## src/rtl/inst_ctrl_pkg.sv

```systemverilog
// Shared types and defaults for the instruction-fetch controller.
// Holds the FSM state encoding, default parameters and a one-hot helper.
package inst_ctrl_pkg;

    typedef enum logic [1:0] {
        ST_IDLE      = 2'd0,
        ST_MEM_REQ   = 2'd1,
        ST_MEM_WAIT  = 2'd2,
        ST_CORE_RESP = 2'd3
    } state_t;

    localparam int DEF_NUM_MEM_CHAN   = 1;
    localparam int DEF_NUM_CORES      = 4;
    localparam int DEF_MEM_ADDR_WIDTH = 8;
    localparam int DEF_MEM_DATA_WIDTH = 16;
    localparam int MAX_CORES          = 32;

    function automatic logic [MAX_CORES-1:0] onehot_from_index(input int unsigned idx);
        onehot_from_index = MAX_CORES'(1) << idx;
    endfunction

endpackage

```

## src/rtl/instruction_controller_rr_arbiter.sv

```systemverilog
// Request arbiter for the fetch clients: round-robin from a pointer by default,
// fixed lowest-index priority when INST_CTRL_FIXED_PRIO_EN is defined.
module rr_arbiter
    import inst_ctrl_pkg::*;
#(
    parameter int  NUM_CORES = DEF_NUM_CORES,
    localparam int IDX_W     = (NUM_CORES > 1) ? $clog2(NUM_CORES) : 1
) (
    input  logic [IDX_W-1:0]     rr_ptr,
    input  logic [NUM_CORES-1:0] req,
    output logic [IDX_W-1:0]     grant_idx,
    output logic                 found,
    output logic [NUM_CORES-1:0] grant_oh
);

    logic [MAX_CORES-1:0] oh_full;
    logic                 unused_oh_hi;

`ifdef INST_CTRL_FIXED_PRIO_EN
    logic unused_rr_ptr;
    assign unused_rr_ptr = ^rr_ptr;

    always_comb begin
        grant_idx = '0;
        found     = 1'b0;
        for (int i = NUM_CORES - 1; i >= 0; i--) begin
            if (req[i]) begin
                grant_idx = IDX_W'(i);
                found     = 1'b1;
            end
        end
    end
`else
    // Scan downward so the candidate closest to the pointer is written last and wins.
    always_comb begin
        logic [IDX_W-1:0] idx;
        grant_idx = '0;
        found     = 1'b0;
        idx       = '0;
        for (int k = NUM_CORES - 1; k >= 0; k--) begin
            idx = IDX_W'((int'(rr_ptr) + k) % NUM_CORES);
            if (req[idx]) begin
                grant_idx = idx;
                found     = 1'b1;
            end
        end
    end
`endif

    assign oh_full      = onehot_from_index(32'(grant_idx));
    assign grant_oh     = found ? oh_full[NUM_CORES-1:0] : '0;
    assign unused_oh_hi = ^oh_full[MAX_CORES-1:NUM_CORES];

endmodule

```

## src/rtl/instruction_controller.sv

```systemverilog
// Arbitrates per-core instruction fetches onto a single memory channel, one
// transaction at a time. Arbitration policy selectable via INST_CTRL_FIXED_PRIO_EN.
module instruction_controller
    import inst_ctrl_pkg::*;
#(
    parameter int  NUM_MEM_CHAN   = DEF_NUM_MEM_CHAN,
    parameter int  NUM_CORES      = DEF_NUM_CORES,
    parameter int  MEM_ADDR_WIDTH = DEF_MEM_ADDR_WIDTH,
    parameter int  MEM_DATA_WIDTH = DEF_MEM_DATA_WIDTH,
    localparam int IDX_W          = (NUM_CORES > 1) ? $clog2(NUM_CORES) : 1
) (
    input  logic                      clk,
    input  logic                      reset,
    output logic                      fetch_req_rdy   [NUM_CORES],
    input  logic                      fetch_req_val   [NUM_CORES],
    input  logic [MEM_ADDR_WIDTH-1:0] fetch_req_addr  [NUM_CORES],
    input  logic                      fetch_resp_rdy  [NUM_CORES],
    output logic                      fetch_resp_val  [NUM_CORES],
    output logic [MEM_DATA_WIDTH-1:0] fetch_resp_inst [NUM_CORES],
    input  logic                      mem2fetch_req_rdy,
    output logic                      mem2fetch_req_val,
    output logic [MEM_ADDR_WIDTH-1:0] mem2fetch_req_addr,
    output logic                      mem2fetch_resp_rdy,
    input  logic                      mem2fetch_resp_val,
    input  logic [MEM_DATA_WIDTH-1:0] mem2fetch_resp_inst,
    output logic [NUM_CORES-1:0]      compute_unit
);

    if (NUM_MEM_CHAN != 1 || NUM_CORES < 2 || NUM_CORES >= MAX_CORES) begin : g_param_check
        $error("instruction_controller: unsupported parameter set");
    end

    state_t                    state_q, state_d;
    logic [IDX_W-1:0]          rr_q, grant_q, arb_idx;
    logic [MEM_ADDR_WIDTH-1:0] addr_q;
    logic [MEM_DATA_WIDTH-1:0] inst_q;
    logic [NUM_CORES-1:0]      cu_q, req_vec, arb_oh;
    logic                      arb_found, accept, resp_ack;

    always_comb begin
        for (int i = 0; i < NUM_CORES; i++) req_vec[i] = fetch_req_val[i];
    end

    rr_arbiter #(.NUM_CORES(NUM_CORES)) u_arb (
        .rr_ptr    (rr_q),
        .req       (req_vec),
        .grant_idx (arb_idx),
        .found     (arb_found),
        .grant_oh  (arb_oh)
    );

    // Gating with reset keeps fetch_req_rdy low while reset holds the FSM in IDLE.
    assign accept       = (state_q == ST_IDLE) && arb_found && !reset;
    assign compute_unit = cu_q;

    always_comb begin
        state_d            = state_q;
        resp_ack           = 1'b0;
        mem2fetch_req_val  = 1'b0;
        mem2fetch_req_addr = '0;
        mem2fetch_resp_rdy = 1'b0;
        for (int i = 0; i < NUM_CORES; i++) begin
            fetch_req_rdy[i]   = accept && arb_oh[i];
            fetch_resp_val[i]  = 1'b0;
            fetch_resp_inst[i] = '0;
        end
        case (state_q)
            ST_IDLE: begin
                if (accept) state_d = ST_MEM_REQ;
            end
            ST_MEM_REQ: begin
                mem2fetch_req_val  = 1'b1;
                mem2fetch_req_addr = addr_q;
                if (mem2fetch_req_rdy) state_d = ST_MEM_WAIT;
            end
            ST_MEM_WAIT: begin
                mem2fetch_resp_rdy = 1'b1;
                if (mem2fetch_resp_val) state_d = ST_CORE_RESP;
            end
            ST_CORE_RESP: begin
                // cu_q is the one-hot of the granted core for the whole transaction.
                for (int i = 0; i < NUM_CORES; i++) begin
                    fetch_resp_val[i]  = cu_q[i];
                    fetch_resp_inst[i] = cu_q[i] ? inst_q : '0;
                    resp_ack           = resp_ack | (cu_q[i] & fetch_resp_rdy[i]);
                end
                if (resp_ack) state_d = ST_IDLE;
            end
            default: state_d = ST_IDLE;
        endcase
    end

    always_ff @(posedge clk or posedge reset) begin
        if (reset) begin
            state_q <= ST_IDLE;
            rr_q    <= '0;
            grant_q <= '0;
            addr_q  <= '0;
            inst_q  <= '0;
            cu_q    <= '0;
        end else begin
            state_q <= state_d;
            case (state_q)
                ST_IDLE: begin
                    if (accept) begin
                        addr_q  <= fetch_req_addr[arb_idx];
                        grant_q <= arb_idx;
                        cu_q    <= arb_oh;
                    end
                end
                ST_MEM_WAIT: begin
                    if (mem2fetch_resp_val) inst_q <= mem2fetch_resp_inst;
                end
                ST_CORE_RESP: begin
                    if (resp_ack) begin
                        rr_q <= (grant_q == IDX_W'(NUM_CORES - 1)) ? '0 : grant_q + 1'b1;
                        cu_q <= '0;
                    end
                end
                default: ;
            endcase
        end
    end

endmodule

```

## config.mk

```make
export PLATFORM = sky130hd
export DESIGN_NAME = instruction_controller
export DESIGN_NICKNAME = d
export VERILOG_FILES = /design/src/rtl/inst_ctrl_pkg.sv /design/src/rtl/instruction_controller_rr_arbiter.sv /design/src/rtl/instruction_controller.sv
export SDC_FILE = /design/constraint.sdc
export NUM_CORES = 1
export LEC_CHECK = 0
export CORE_MARGIN = 10
export CORE_UTILIZATION = 50
export CTS_CLUSTER_DIAMETER = 120
export DETAILED_ROUTE_END_ITERATION = 8
export DONT_BUFFER_PORTS = 1
export PLACE_DENSITY = 0.74
export SYNTH_ARGS = -nofsm -noshare
export SYNTH_HDL_FRONTEND = slang
export SYNTH_SLANG_ARGS = --single-unit
```

## constraint.sdc

```tcl
create_clock -name clk -period 10.8 [get_ports clk]
set_input_delay 3.24 -clock clk [delete_from_list [all_inputs] [get_ports clk]]
set_output_delay 3.24 -clock clk [all_outputs]
set_load 0.02 [all_outputs]
```

# ---- Word-level counts from Yosys, hierarchy flattened
# Index checks and enable logic that the tools add are counted.
dict set report classes {
  addsub 4
  mux 39
  magnitude_cmp 5
  shifts 1
  n_eq_ne 9
  n_reduce_logical 14
  bitwise 8
}
# op count
set ops {}
lappend ops {{2-to-1 mux 16 bit} 4}
lappend ops {{2-to-1 mux 64 bit} 1}
lappend ops {{2-to-1 mux 8 bit} 3}
lappend ops {{2-to-1 mux 2 bit} 9}
lappend ops {{binary-select mux 8 bit (select 2 bit)} 1}
lappend ops {{2-to-1 mux 4 bit} 4}
lappend ops {{< comparator 2 x 3 -> 1 bit (second input constant)} 4}
lappend ops {{2-to-1 mux 1 bit} 11}
lappend ops {{!= test 2 bit (second input constant)} 5}
lappend ops {{binary-select mux 1 bit (select 2 bit)} 4}
lappend ops {{one-hot mux 2 bit (4 select lines)} 1}
lappend ops {{one-hot mux 4 bit (2 select lines)} 1}
lappend ops {{== test 2 bit (second input constant)} 3}
lappend ops {{logical AND 1 bit} 6}
lappend ops {{AND reduction 2 bit} 3}
lappend ops {{adder 2 x 1 -> 2 bit (second input constant)} 2}
lappend ops {{adder 2 bit (second input constant)} 2}
lappend ops {{AND 1 bit} 4}
lappend ops {{AND reduction 4 bit} 1}
lappend ops {{<< shifter 1 x 2 -> 4 bit (first input constant)} 1}
lappend ops {{>= comparator 3 bit (second input constant)} 1}
lappend ops {{NOT 2 -> 3 bit} 1}
lappend ops {{bitwise OR 1 bit} 3}
lappend ops {{AND reduction 3 bit} 1}
lappend ops {{other kinds (4)} 4}
dict set report totals {
  register_bits 34
  output_inout_bits 86
  wordCells 86
}

# ---- Longest topological paths before layout
dict set report depth {
  depth_word 11
  depth_mapped 7
}

# ---- By module
# From an unflattened synthesis, not the netlist that was laid out.
dict set report hier_totals {
  hier_cells 257
  area_unflattened_um2 2394.8
}
# mod area_per_inst_um2 cells_each n_inst
set modules_own_cells {}
lappend modules_own_cells {instruction_controller 2183.3 224 1}
lappend modules_own_cells {rr_arbiter 211.5 33 1}

# ---- Worst setup path before layout
# Ideal clock, no wire load.
dict set report synth_path {
  path_kind {input to output}
  start {input port reset}
  end {output port fetch_req_rdy[0] (netlist bit)}
  arrival_ns 4.948
  cell_stages 3
  n_path_buf 0
  required_time_ns 7.560
  setup_slack_ns 2.612
  path_cell_list {inv_1 > nand3_1 > nor3_1}
}
# item line_no
set synth_rtl {}
lappend synth_rtl {{start, declared} instruction_controller.sv:13} ;# input logic reset,
lappend synth_rtl {{end, declared} instruction_controller.sv:14} ;# output logic fetch_req_rdy [NUM_CORES],

==> reports/qor.csv <==
stage,metric,value,unit
power,Net Switching,0.347,mW
power,Sw Share,46.6,%
setup_path,"slowest stage delay, CP",670,ps
die,die height,89.0,um
finish,share of cells above drive strength 1,21.3,%
synthesis,YS warnings,0,
setup_path,crit-path leading delay family,simple AND/OR/NAND/NOR gates,
timing,RSZ-0062 raised after global routing,no,
route,ANT nets after route,0,
timing,final hold vios,0,
clock_tree,worst skew pair latency,280,ps
hold_path,hold depth,1,
timing,skew final,3.62,ps
synthesis,"FFs w/ async S/R, synth",100,%
die,Initial Util,51.1,%
finish,ANT cells,0,
route,vias,1937,
setup_path,FF-to-FF Start,rr_q[0],
power,clock network power share,14.5,%
finish,area of the multi-input gates,1440,um2
synthesis,synthesized instance count,246,
job,Max-Cap Viols,0,
clock_tree,Sink Count,34,
clock_tree,CTS tree,built,
timing,"Period Utilization, post-route",73.4,%
synthesis,flop and latch count out of synthesis,34,
die,# IOs,146,
finish,sequential cell area,851,um2
timing,measured slew at the worst slew-check pin,697,ps
clock_tree,H-tree Lvls,2,
setup_path,Worst path slowest cell,nor3_1,
placed_design,number of instances in the placed design,285,
clock_tree,Clk Tree Root Cell,clkbuf_8,
clock_tree,CTS Buf Count,5,
finish,net count reported at finish,304,
finish,# fillers,424,
setup_path,"Req. time, crit path",7560,ps
route,Detailed Route WL,7050,um
die,row count,25,
synthesis,Synth area leaders,"dfrtp_1 (36%), and3_1 (17%), mux2_2 (12%), nand3_1 (3.4%), and2_1 (3.2%)",
finish,Syn-to-layout area delta,4.99,%
setup_path,R2R Path End,addr_q[4],
hold_path,WHS Endpoint,rr_q[0],
synthesis,Post-synth top flop,dfrtp_1,
route,1st-iter DRT viols,85,
finish,"non-filler cells, final",293,
synthesis,number of enable flip-flop cells after synthesis,0,
power,Comb pwr share,47.7,%
setup_path,Worst Path Arrival,4690,ps
setup_path,CP max FO,8,
hold_path,Tightest Hold Check Type,reg2reg,
power,PwrDens,298,nW/um2
power,Worst IR Drop VDD,0.122,mV
timing,Max Clock Freq,126,MHz
setup_path,number of buffers and inverters on the critical path,0,
synthesis,share of the yosys chip area belonging to registers,35.7,%
die,width of the die,89.0,um
setup_path,Crit Path Class,in2out,
route,DR WL/cell,24.1,um
placed_design,HPWL Detailed,5640,um
global_routing,vias in the first global route,1955,
route,Vias/cell,6.61,
die,die area,7930,um2
setup_path,cell chain of the critical path,nor2b_4 -> o21bai_1 -> nand3_1 -> nor3_1,
power,Power Total,0.744,mW
synthesis,Mapped Area,2380,um2
global_routing,GRT Util Overall,17.1,%
die,floorplan core area,4660,um2
clock_tree,Post-CTS Setup Bufs,0,
outcome,status,"complete, no violations",
power,Static Leak,1.28,nW
synthesis,Yosys top cell area share,35.7,%
hold_path,Worst Hold Launch,grant_q[0],
setup_path,flop2flop setup slack,8770,ps
timing,final worst path period need,7930,ps
clock_tree,Clock Tree Buf Depth,2,
clock_tree,PostCTS Resize Cnt,0,
clock_tree,"Clk pin slew, worst setup/hold paths",70,ps
setup_path,CP startpoint kind,primary input,
global_routing,global-route wire length before repair,10500,um
timing,final setup fails,0,
synthesis,post-synth cell types,40,
global_routing,GRT overflow,0,
route,residual DRC count,0,
placed_design,Port Buffers,0,
timing,final slew viol count,0,
global_routing,initial antenna violation count,0,
power,design internal power,0.397,mW
setup_path,Worst setup EP type,output pin,
power,Reg power frac,37.8,%
global_routing,pin count of the biggest net entering global routing,76,
route,DR pass1 iterations,4,
clock_tree,hold buffers post-CTS,0,
timing,Setup TNS,0,ps
placed_design,GP Congestion,0.793,
synthesis,syn_area_per_cell,9.68,um2
timing,headroom to the max-slew limit,53.2,%
synthesis,largest area contributor in the netlist,dfrtp_1,
setup_path,Worst Reg-to-Reg Cells,5,
synthesis,Syn Nets,312,
[per-layer routing]
layer,global-route usage (%),share of wire [%]
met2,29.7,48
met3,9.30,16
met4,5.20,1.0
met5,0,0
met1,17.3,35
[cell usage after synthesis (2+ instances only)]
cell type,number
mux2i_1,3
dfrtp_1,34
o21ai_0,8
and2_1,12
nand2_1,11
buf_2,2
o221a_2,4
nor3_1,4
o221a_1,3
mux2_4,3
a22oi_1,2
mux2_2,26
o221ai_1,2
nand2b_1,2
or4_1,2
clkbuf_1,14
inv_1,5
and3_1,66
ha_1,6
nand3_1,16
nor2_1,2
[cell type report]
class / instances / area share [%]
multi-input combinational: 190 / 57.5
sequential: 34 / 34.0
clock buffer: 8 / 4.40
tap: 54 / 2.70
inverter: 5 / 0.750
timing repair buffer: 2 / 0.600
[metrics by stage]
stage | utilization [%] | instance area [um2] | setup slack [ps] | hold WS (ps)
after global routing | 53.7 | 2500 | 2650 | 510
after floorplan | - | 2380 | 2610 | 448
after CTS | 53.7 | 2500 | 2850 | 491
after detailed placement | 51.3 | 2390 | 2870 | 482
final | 53.7 | 2500 | 2870 | 489
after global placement | 51.3 | 2390 | 2880 | 482
[power groups by stage]
stage / Combinational [mW] / Sequential (mW) / Clock, mW
3_5_place_dp: 0.361 / 0.283 / 0
4_1_cts: 0.360 / 0.280 / 0.111
6_report: 0.355 / 0.281 / 0.108
3_3_place_gp: 0.353 / 0.278 / 0
2_1_floorplan: 0.327 / 0.242 / 0
5_1_grt: 0.395 / 0.297 / 0.116
[worst register-to-register path: stages, from the launching register on]
cell,delay (ps)
dfrtp_1,450
nand2b_1,190
and4b_1,270
nor2_4,380
mux2_2,400
o221a_2,230
[logic make-up after synthesis]
family,synth area share (%)
AO/OA/AOI/OAI,8.46
flip-flops,35.7
adder cells (fa/ha/maj),3.15
AND/OR/NAND/NOR,33.4
multiplexers,15.4
buffers and inverters,3.89
[layout by cell type (no fill, tap or decap), types with 2 or more instances in the layout]
master	count
and3_1	66
dfrtp_1	34
mux2_2	26
nand3_1	16
and2_1	12
nand2_1	11
o21ai_0	8
clkbuf_8	8
ha_1	6
inv_1	5
o221a_2	4
nor3_1	4
mux2_4	3
o221a_1	3
mux2i_1	3
or4_1	2
a22oi_1	2
o221ai_1	2
nand2b_1	2
nor2_1	2
buf_4	2
[how the worst max path moves through the flow]
stage                       end  cells past startpoint             start  slack [ps]
3_5_place_dp   fetch_req_rdy[3]                      5             reset        2870
3_3_place_gp   fetch_req_rdy[3]                      5             reset        2880
6_report       fetch_req_rdy[1]                      4  fetch_req_val[3]        2870
2_1_floorplan  fetch_req_rdy[0]                      3             reset        2610
5_1_grt        fetch_req_rdy[3]                      5             reset        2650
4_1_cts        fetch_req_rdy[3]                      5             reset        2850
[state kept, by name (all words and copies together), names as in the netlist]
signal / count
inst_q: 16
addr_q: 8
compute_unit: 4
grant_q: 2
rr_q: 2
state_q: 2
Note: power is estimated with default switching activity, not from simulation.
